===== config.mk =====
export PLATFORM = sky130hd
export DESIGN_NAME = dcache_wt_flat
export DESIGN_NICKNAME = d
export VERILOG_FILES = /design/src/rtl/dcache_wt_pkg.sv /design/src/rtl/dcache_wt_if.sv /design/src/rtl/dcache_array.sv /design/src/rtl/dcache_wt.sv /design/src/flat_wrapper.sv
export SDC_FILE = /design/constraint.sdc
export NUM_CORES = 2
export LEC_CHECK = 0
export CAP_MARGIN = 20
export CORE_ASPECT_RATIO = 1.5
export CORE_UTILIZATION = 35
export CTS_BUF_LIST = sky130_fd_sc_hd__clkbuf_16
export DETAILED_ROUTE_END_ITERATION = 10
export GPL_TIMING_DRIVEN = 0
export PLACE_DENSITY_LB_ADDON = 0.15
export SYNTH_ARGS = -nofsm -noshare
export SYNTH_HDL_FRONTEND = slang
export SYNTH_HIERARCHICAL = 1
export SYNTH_SLANG_ARGS = --single-unit

===== constraint.sdc =====
create_clock -name clk -period 12.1 [get_ports clk]
set_clock_uncertainty 0.1 [all_clocks]
set_input_delay 3.025 -clock clk [delete_from_list [all_inputs] [get_ports clk]]
set_output_delay 3.025 -clock clk [all_outputs]
set_load 0.05 [all_outputs]

===== src/rtl/dcache_wt_pkg.sv =====
// Shared definitions for the write-through data cache: FSM encodings and default geometry.
package dcache_wt_pkg;

  localparam int DC_XLEN       = 32;
  localparam int DC_LINES      = 16;
  localparam int DC_LINE_WORDS = 4;

  typedef logic [1:0] dc_state_t;

  localparam dc_state_t DC_IDLE  = 2'd0;
  localparam dc_state_t DC_FILL  = 2'd1;
  localparam dc_state_t DC_WRITE = 2'd2;
  localparam dc_state_t DC_DONE  = 2'd3;

endpackage


===== src/rtl/dcache_wt_if.sv =====
// Request/acknowledge bus between the data cache (master) and the slow data memory (slave).
interface dcache_wt_if;
  logic        mem_req;
  logic        mem_we;
  logic [31:0] mem_addr;
  logic [31:0] mem_wdata;
  logic [31:0] mem_rdata;
  logic        mem_ack;

  modport master (
    output mem_req, mem_we, mem_addr, mem_wdata,
    input  mem_rdata, mem_ack
  );

  modport slave (
    input  mem_req, mem_we, mem_addr, mem_wdata,
    output mem_rdata, mem_ack
  );
endinterface


===== src/rtl/dcache_array.sv =====
// Tag, valid and data storage for the direct-mapped cache; async read, sync write,
// valid bits cleared asynchronously by rst_n (tags and data are never reset).
module dcache_array
  import dcache_wt_pkg::*;
#(
  parameter int LINES      = DC_LINES,
  parameter int LINE_WORDS = DC_LINE_WORDS,
  parameter int TAG_W      = 24
) (
  input  logic                          clk,
  input  logic                          rst_n,
  input  logic [$clog2(LINES)-1:0]      idx,
  input  logic [$clog2(LINE_WORDS)-1:0] rd_word,
  output logic [TAG_W-1:0]              rd_tag,
  output logic                          rd_valid,
  output logic [DC_XLEN-1:0]            rd_data,
  input  logic                          word_we,
  input  logic [$clog2(LINE_WORDS)-1:0] wr_word,
  input  logic [DC_XLEN-1:0]            wr_data,
  input  logic                          tag_we,
  input  logic [TAG_W-1:0]              wr_tag,
  input  logic                          valid_clr
);

  logic [TAG_W-1:0]   tag_mem  [LINES];
  logic [DC_XLEN-1:0] data_mem [LINES*LINE_WORDS];
  logic [LINES-1:0]   valid_q;

  assign rd_tag   = tag_mem[idx];
  assign rd_valid = valid_q[idx];
  assign rd_data  = data_mem[{idx, rd_word}];

  // A miss invalidates the line before refilling so an abandoned fill never looks valid.
  always_ff @(posedge clk or negedge rst_n) begin
    if (!rst_n) begin
      valid_q <= '0;
    end else if (valid_clr) begin
      valid_q[idx] <= 1'b0;
    end else if (tag_we) begin
      valid_q[idx] <= 1'b1;
    end
  end

  always_ff @(posedge clk) begin
    if (word_we) begin
      data_mem[{idx, wr_word}] <= wr_data;
    end
    if (tag_we) begin
      tag_mem[idx] <= wr_tag;
    end
  end

endmodule


===== src/rtl/dcache_wt.sv =====
// Direct-mapped, write-through, no-write-allocate data cache for the MEM stage.
// Optional hit/miss counters are built when DCACHE_STATS_EN is defined.
module dcache_wt
  import dcache_wt_pkg::*;
#(
  parameter int LINES      = DC_LINES,
  parameter int LINE_WORDS = DC_LINE_WORDS
) (
  input  logic               clk,
  input  logic               rst_n,
  input  logic               cpu_ren,
  input  logic               cpu_wen,
  input  logic [DC_XLEN-1:0] cpu_addr,
  input  logic [DC_XLEN-1:0] cpu_din,
  output logic [DC_XLEN-1:0] cpu_dout,
  output logic               cpu_stall,
  dcache_wt_if.master        mem
`ifdef DCACHE_STATS_EN
  ,
  output logic [31:0]        hit_cnt,
  output logic [31:0]        miss_cnt
`endif
);

  localparam int W     = $clog2(LINE_WORDS);
  localparam int I     = $clog2(LINES);
  localparam int TAG_W = DC_XLEN - W - I - 2;
  localparam logic [W-1:0] LAST_WORD = W'(LINE_WORDS - 1);

  logic [W-1:0]     word_sel;
  logic [I-1:0]     idx;
  logic [TAG_W-1:0] tag;
  logic [1:0]       unused_addr_bits;

  assign word_sel         = cpu_addr[W+1:2];
  assign idx              = cpu_addr[W+I+1:W+2];
  assign tag              = cpu_addr[DC_XLEN-1:W+I+2];
  assign unused_addr_bits = cpu_addr[1:0];

  dc_state_t state_q, state_d;
  logic [W-1:0] cnt_q, cnt_d;

  logic [TAG_W-1:0]   rd_tag;
  logic               rd_valid;
  logic [DC_XLEN-1:0] rd_data;
  logic               hit;
  logic               word_we;
  logic [W-1:0]       wr_word;
  logic [DC_XLEN-1:0] wr_data;
  logic               fill_done;
  logic               valid_clr;

  logic               stall_c;
  logic [DC_XLEN-1:0] dout_c;
  logic               req_c;
  logic               we_c;
  logic [DC_XLEN-1:0] addr_c;
  logic [DC_XLEN-1:0] wdata_c;

  assign hit = rd_valid & (rd_tag == tag);

  dcache_array #(
    .LINES      (LINES),
    .LINE_WORDS (LINE_WORDS),
    .TAG_W      (TAG_W)
  ) u_array (
    .clk       (clk),
    .rst_n     (rst_n),
    .idx       (idx),
    .rd_word   (word_sel),
    .rd_tag    (rd_tag),
    .rd_valid  (rd_valid),
    .rd_data   (rd_data),
    .word_we   (word_we),
    .wr_word   (wr_word),
    .wr_data   (wr_data),
    .tag_we    (fill_done),
    .wr_tag    (tag),
    .valid_clr (valid_clr)
  );

  always_comb begin
    state_d   = state_q;
    cnt_d     = cnt_q;
    stall_c   = 1'b0;
    dout_c    = '0;
    req_c     = 1'b0;
    we_c      = 1'b0;
    addr_c    = '0;
    wdata_c   = '0;
    word_we   = 1'b0;
    wr_word   = word_sel;
    wr_data   = cpu_din;
    fill_done = 1'b0;
    valid_clr = 1'b0;
    case (state_q)
      DC_IDLE: begin
        if (cpu_wen) begin
          stall_c = 1'b1;
          state_d = DC_WRITE;
        end else if (cpu_ren) begin
          if (hit) begin
            dout_c = rd_data;
          end else begin
            stall_c   = 1'b1;
            valid_clr = 1'b1;
            cnt_d     = '0;
            state_d   = DC_FILL;
          end
        end
      end
      DC_FILL: begin
        stall_c = 1'b1;
        req_c   = 1'b1;
        addr_c  = {tag, idx, cnt_q, 2'b00};
        if (mem.mem_ack) begin
          word_we = 1'b1;
          wr_word = cnt_q;
          wr_data = mem.mem_rdata;
          cnt_d   = cnt_q + 1'b1;
          if (cnt_q == LAST_WORD) begin
            fill_done = 1'b1;
            state_d   = DC_IDLE;
          end
        end
      end
      DC_WRITE: begin
        stall_c = 1'b1;
        req_c   = 1'b1;
        we_c    = 1'b1;
        addr_c  = {cpu_addr[DC_XLEN-1:2], 2'b00};
        wdata_c = cpu_din;
        // Write-through updates the cached copy only on a hit; misses never allocate.
        if (mem.mem_ack) begin
          word_we = hit;
          state_d = DC_DONE;
        end
      end
      DC_DONE: begin
        state_d = DC_IDLE;
      end
      default: begin
        state_d = DC_IDLE;
      end
    endcase
  end

  // Reset forces the CPU-facing outputs quiet even while a held load would otherwise miss.
  assign cpu_stall     = stall_c & rst_n;
  assign cpu_dout      = rst_n ? dout_c : '0;
  assign mem.mem_req   = req_c;
  assign mem.mem_we    = we_c;
  assign mem.mem_addr  = addr_c;
  assign mem.mem_wdata = wdata_c;

  always_ff @(posedge clk or negedge rst_n) begin
    if (!rst_n) begin
      state_q <= DC_IDLE;
      cnt_q   <= '0;
    end else begin
      state_q <= state_d;
      cnt_q   <= cnt_d;
    end
  end

`ifdef DCACHE_STATS_EN
  logic        refill_q;
  logic [31:0] hit_q, hit_d;
  logic [31:0] miss_q, miss_d;

  // The lookup right after a fill completes the missed access, so it is not a fresh hit.
  always_comb begin
    hit_d  = hit_q;
    miss_d = miss_q;
    if (state_q == DC_IDLE && cpu_ren && !cpu_wen) begin
      if (!hit) begin
        miss_d = miss_q + 32'd1;
      end else if (!refill_q) begin
        hit_d = hit_q + 32'd1;
      end
    end
  end

  always_ff @(posedge clk or negedge rst_n) begin
    if (!rst_n) begin
      refill_q <= 1'b0;
      hit_q    <= '0;
      miss_q   <= '0;
    end else begin
      refill_q <= fill_done;
      hit_q    <= hit_d;
      miss_q   <= miss_d;
    end
  end

  assign hit_cnt  = hit_q;
  assign miss_cnt = miss_q;
`endif

endmodule


===== src/flat_wrapper.sv =====
// flat-port wrapper written by rule: the top's interface ports become plain ports
module dcache_wt_flat import dcache_wt_pkg::*;
#(
  parameter int LINES      = DC_LINES,
  parameter int LINE_WORDS = DC_LINE_WORDS
)
  (clk, rst_n, cpu_ren, cpu_wen, cpu_addr, cpu_din, cpu_dout, cpu_stall, mem_mem_req, mem_mem_we, mem_mem_addr, mem_mem_wdata, mem_mem_rdata, mem_mem_ack);
  dcache_wt_if mem_i ();
  input  logic clk;
  input  logic rst_n;
  input  logic cpu_ren;
  input  logic cpu_wen;
  input  logic [DC_XLEN-1:0] cpu_addr;
  input  logic [DC_XLEN-1:0] cpu_din;
  output logic [DC_XLEN-1:0] cpu_dout;
  output logic cpu_stall;
  output wire logic [$bits(mem_i.mem_req)-1:0] mem_mem_req;
  output wire logic [$bits(mem_i.mem_we)-1:0] mem_mem_we;
  output wire logic [$bits(mem_i.mem_addr)-1:0] mem_mem_addr;
  output wire logic [$bits(mem_i.mem_wdata)-1:0] mem_mem_wdata;
  input wire logic [$bits(mem_i.mem_rdata)-1:0] mem_mem_rdata;
  input wire logic [$bits(mem_i.mem_ack)-1:0] mem_mem_ack;
  assign mem_mem_req = mem_i.mem_req;
  assign mem_mem_we = mem_i.mem_we;
  assign mem_mem_addr = mem_i.mem_addr;
  assign mem_mem_wdata = mem_i.mem_wdata;
  assign mem_i.mem_rdata = mem_mem_rdata;
  assign mem_i.mem_ack = mem_mem_ack;
  dcache_wt #(.LINES(LINES), .LINE_WORDS(LINE_WORDS)) u_core (.clk(clk), .rst_n(rst_n), .cpu_ren(cpu_ren), .cpu_wen(cpu_wen), .cpu_addr(cpu_addr), .cpu_din(cpu_din), .cpu_dout(cpu_dout), .cpu_stall(cpu_stall), .mem(mem_i));
endmodule

# After elaboration in Yosys (flattened, before gate mapping)
# Memory sizes are Yosys's and may differ from the RTL's.
# Cells that the tools add are included.
# totals
regBits	20
mem_bits_rw	2432
n_memories	2
# op_classes
n_addsub	1
magnitude_cmp	2
eq_ne	13
mux	47
n_bitwise	5
n_reduce_logical	7
# memory_table
memory	words	width	read_ports	rd_ports_with_merged_regs	write_ports	line_no	source
u_core.u_array.data_mem	64	32	1	0	1	dcache_array.sv:26	logic [DC_XLEN-1:0] data_mem [LINES*LINE_WORDS];
u_core.u_array.tag_mem	16	24	1	0	1	dcache_array.sv:25	logic [TAG_W-1:0] tag_mem [LINES];
# op_table
operator	count
$mux W32	8
$pmux W32 S2	1
$mux W16	2
$eq A24 B24 Y1	1
$mux W2	12
$mux W1	18
$and A16 B16 Y16	1
$not A16 Y16	1
$or A16 B16 Y16	1
$ne A2 B2 Y1 const B	5
$reduce_and A5 Y1	2
$pmux W2 S4	1
$eq A2 B2 Y1 const B	3
$ne A3 B3 Y1 const B	2
$lt A4 B5 Y1 const B	1
$bmux W1 S4	1
$demux W1 S4	1
$ge A4 B1 Y1 const B	1
$pmux W1 S2	2
$pmux W2 S2	1
$reduce_bool A2 Y1	2
$add A2 B1 Y2 const B	1
$and A1 B1 Y1	2
$eq A2 B1 Y1 const B	1
4 further kinds	4

# Logic depth before layout (Yosys ltp)
# logic_depth
depth_word	8
depth_mapped	13
depth_no_buf	10

# By module
# Netlist, hierarchy kept.
# modules_own_cells
module	instances	cells_each	area_each_um2	seq_area_each_um2
dcache_array	1	3863	92264.7	73430.4
dcache_wt	1	225	1734.2	100.1

# Least setup slack after synthesis
# No wires, ideal clock.
# synth_timing
path_kind	input port to output port
start	input cpu_addr[4]
end	output cpu_dout[10]
arrival_time_ns	6.583
required_ns	8.975
setup_slack_ns	2.392
cell_stages	12
path_cell_list	clkbuf_1 buf_2 buf_2 mux4_2 mux4_2 xor2_1 nor4_1 nand3_1 nor4_4 and4_4 buf_6 and2_1
# synth_between
elab_chain_len	8
elab_cells_between_ends	11
classes_between	1 x eq/ne; 7 x mux; 1 x bitwise; 2 x memory
# synth_lines
item	line_no	source
from (decl)	flat_wrapper.sv:13	input logic [DC_XLEN-1:0] cpu_addr;
$mem_v2 Z16 W24	-	
named net u_core.rd_tag[3]	dcache_wt.sv:43	logic [TAG_W-1:0] rd_tag;
$eq A24 B24 Y1	dcache_wt.sv:60	assign hit = rd_valid & (rd_tag == tag);
$and A1 B1 Y1	dcache_wt.sv:60	
$mux W32	dcache_wt.sv:102	if (hit) begin
$mux W32	dcache_wt.sv:101	end else if (cpu_ren) begin
$mux W32	dcache_wt.sv:98	if (cpu_wen) begin
$mux W32	dcache_wt.sv:96	case (state_q)
$mux W32	dcache_wt.sv:150	assign cpu_dout = rst_n ? dout_c : '0;
to (decl)	flat_wrapper.sv:15	output logic [DC_XLEN-1:0] cpu_dout;
# The timed path passes the listed nets, and every way through them passes these cells. The select of a mux whose other input is x is not followed.

# Worst setup path after layout
# layout_timing
start	input cpu_addr[5]
end	output cpu_dout[30]
# The elaborated chain is that of the path after synthesis.

==> impl_metrics.yaml <==
layout:
  design_area_sq_um: 111000
  drive_gt1_share_pct: 26.9
  final_util_pct: 41.8
  area_growth_pct: 18.6
  final_nets: 4773
place:
  gp_congestion: 0.831
  port_buffers: 195
  placed_cell_area_sq_um: 104000
  hpwl_um: 190000
route:
  firstDrtPassIters: 7
  route.detailed.wl_per_inst_um: 32.7
  ant_nets: 0
  drc_errors: 0
  wl_um: 274000
  via_per_inst: 5.39
  drtIter0Drc: 3831
  dr_total_vias: 45100
clock_network:
  cts_setup_buffers: 0
  clkTransAtPathRegs_ns: 0.07
  cts-htree-levels: 4
  clock-root-buffer: "clkbuf_16"
  clock-sinks: 2452
  cts_tree: "built"
  cts_buffers: 237
  clkLatencyLatePin_ns: 0.89
  cts-hold-fix-buffers: 0
  clock_path_buffers: 4
timing:
  hold_viol_final: 0
  setup-violations-final: 0
  maxSlewViolCount: 0
  worstMarginPinSlew_ns: 1.18
  period_minus_slack_ns: 12.02
  slew-limit-headroom_pct: 21.2
  finalCritPeriodShare_pct: 99.3
  clock.fmax_mhz: 83.2
  finalHoldWorstSlack_ns: 0.408
  rsz0062_at_grt: "false"
synthesis:
  yosys.area_share.simple_pct: 1.60
  muxShareOfSynthArea_pct: 15.7
  synth-adder-area-share_pct: 0.0666
  async_reset_ff_share_pct: 0.816
  ys_ff_latch: 2452
  syn_area_per_cell_sq_um: 23.0
  yosysTopAreaCellShare_pct: 77.7
  synth_top_family_by_area: "multiplexers"
  synth_edf_count: 2432
  ys.flop_type: "edfxtp_1"
  ys_seq_area_share_pct: 78.2
  postSynthCellCount: 4088
  synth-xor-area-share_pct: 0.224
  netlist_area_sq_um: 94000
  synthTopCellsByCount: "2,432 x edfxtp_1, 637 x mux4_2, 258 x a22oi_1"
  yosysWarnings: 6
  synth_compound_area_share_pct: 2.98
  synth_area_leaders: "edfxtp_1 78%, mux4_2 15%, a22oi_1 2.1%, a21oi_1 0.69%, and2_1 0.62%"
  synth_most_common_cell: "edfxtp_1"
  yosys.cell_types.count: 43
  yosys.area.top_type: "edfxtp_1"
critical_path:
  endpoint_kind: "output port"
  reg2regPathDepth: 11
  cp_data_arrival_time_ns: 8.89
  r2r_slack_ns: 6.04
  worstPathMaxFanout: 10
  critPathLaunchType: "input pin"
  critPathRequiredTime_ns: 8.97
  crit_type: "input pin to output port"
  rr_endpoint: "u_core/u_array/data_mem[29][12]"
  reg2reg_from: "u_core/u_array/tag_mem[0][14]"
grt:
  grt-ovfl-total: 0
  grt_pass1_wl_um: 380000
  antenna_found_initial: 22
  grt_max_degree: 65
  grt_use_total_pct: 20.1
  grt_pass1_vias: 47700
die:
  start_util_pct: 35.2
  die_area_sq_um: 271000
  core_sq_um: 267000
  chipWidth_um: 425
  io_pins: 200
  fp-row-count: 232
  die_h_um: 637
pwr:
  vdd_drop_max_mv: 0.115
  p_leak_nw: 34.6
  power_density_nw_per_um2: 170
  finalPower_w: 0.0190
min_path:
  hp-class: "register to register"
  worstHoldPathCells: 1
outcome:
  outcome: "complete, no violations"
run:
  cap_violations: 0
-- per-stage QoR --
| stage | instances | setup slack, ns | TNS [ns] |
|---|---|---|---|
| floorplan | 4089 | 2.39 | 0 |
| global placement | 7794 | -2.41 | -1218.51 |
| detailed placement | 7934 | -1.15 | -27.78 |
| CTS | 8356 | 0.00924 | 0 |
| global route | 8364 | 0.00230 | 0 |
| finish | 8370 | 0.0825 | 0 |
-- power breakdown --
| part | switching (W) | internal, W |
|---|---|---|
| Combinational | 0.00137 | 0.000612 |
| Clock | 0.00318 | 0.00409 |
| Sequential | 0.0000111 | 0.00969 |
| Total | 0.00456 | 0.0144 |
-- what timing repair did --
item                       in CTS  in global routing
resized for setup              43                 16
hold endpoints to repair        0                  0
setup endpoints to repair      33                 16
cloned                          0                  0
-- kinds of logic after synthesis --
group / count (synthesis)
AO/OA/AOI/OAI: 414
flip-flops: 2452
buffers and inverters: 248
multiplexers: 673
adder cells (fa/ha/maj): 5
other: 1
AND/OR/NAND/NOR: 271
XOR/XNOR: 24
-- critical path, stage by stage --
cell             delay [ns]
clkdlybuf4s50_1        0.47
clkbuf_1               0.40
clkbuf_2               0.35
clkbuf_2               0.45
mux4_2                 0.39
mux4_2                 0.49
xor2_1                 0.25
nor4_1                 0.52
nand3_1                0.19
nor4_4                 0.54
and4_4                 0.47
buf_6                  0.22
and2_1                 0.47
dlygate4sd2_1          0.60
-- layout make-up --
type / instances / area (sq um)
multi-input cells: 1389 / 20000
fillers: 23200 / 155000
diodes: 10 / 25.0
repair buffers: 339 / 4910
inverters: 3 / 11.3
well taps: 3510 / 4390
clock buffers: 241 / 6030
flip-flops and latches: 2452 / 73500
clock inverters: 181 / 1430
plain buffers: 245 / 1170
-- registers in the layout, summed over array words and instances (netlist names), named ones only --
register,cells
u_core/cnt_q,2
u_core/state_q,2
u_core/u_array/data_mem,2048
u_core/u_array/tag_mem,384
-- metal layers --
metal | vias to the layer above | GRT usage, % | share of wire, %
li1 | 18700 | - | -
met1 | 24800 | 22.8 | 36
met2 | 1285 | 38.4 | 56
met3 | 350 | 2.91 | 5.1
met4 | 0 | 5.93 | 2.8
met5 | - | 0 | 0
-- worst max-delay path by stage --
stage,slack (ns),start,cells past startpoint,endpoint
after CTS,0.009,cpu_addr[5],14,cpu_dout[4]
after detailed placement,-1.15,cpu_addr[5],14,cpu_dout[29]
after global routing,0.002,cpu_addr[5],14,cpu_dout[24]
after global placement,-2.41,cpu_addr[5],13,u_core/u_array/data_mem[49][0]
after floorplan,2.39,cpu_addr[4],12,cpu_dout[10]
final,0.08,cpu_addr[5],14,cpu_dout[30]
-- placed cells by master (no fill, tap or decap), drive strengths merged, types with 2 or more instances in the layout --
| cell type | netlist | routed |
|---|---|---|
| o32a | 2 | 2 |
| clkbuf | 155 | 399 |
| a22oi | 258 | 258 |
| o21ai | 5 | 5 |
| dlymetal6s2s | 0 | 14 |
| mux4 | 637 | 637 |
| nor2b | 12 | 12 |
| xor2 | 15 | 15 |
| edfxtp | 2432 | 2432 |
| conb | 1 | 2 |
| or4 | 32 | 32 |
| nor4 | 4 | 4 |
| nand3 | 8 | 8 |
| nand2b | 8 | 8 |
| clkinvlp | 0 | 7 |
| nor2 | 81 | 81 |
| or2 | 3 | 3 |
| dfrtp | 20 | 20 |
| clkdlybuf4s50 | 0 | 165 |
| ha | 5 | 5 |
| nand2 | 15 | 15 |
| nand4 | 3 | 3 |
| dlygate4sd2 | 0 | 14 |
| bufinv | 0 | 24 |
| nand3b | 3 | 3 |
| diode | 0 | 10 |
| o22a | 14 | 14 |
| a21oi | 130 | 130 |
| xnor2 | 9 | 9 |
| nor3 | 5 | 5 |
| mux2 | 35 | 35 |
| buf | 90 | 233 |
| and2 | 93 | 93 |
| inv | 3 | 53 |
| clkinv | 0 | 100 |
(Power assumes the default switching activity.)
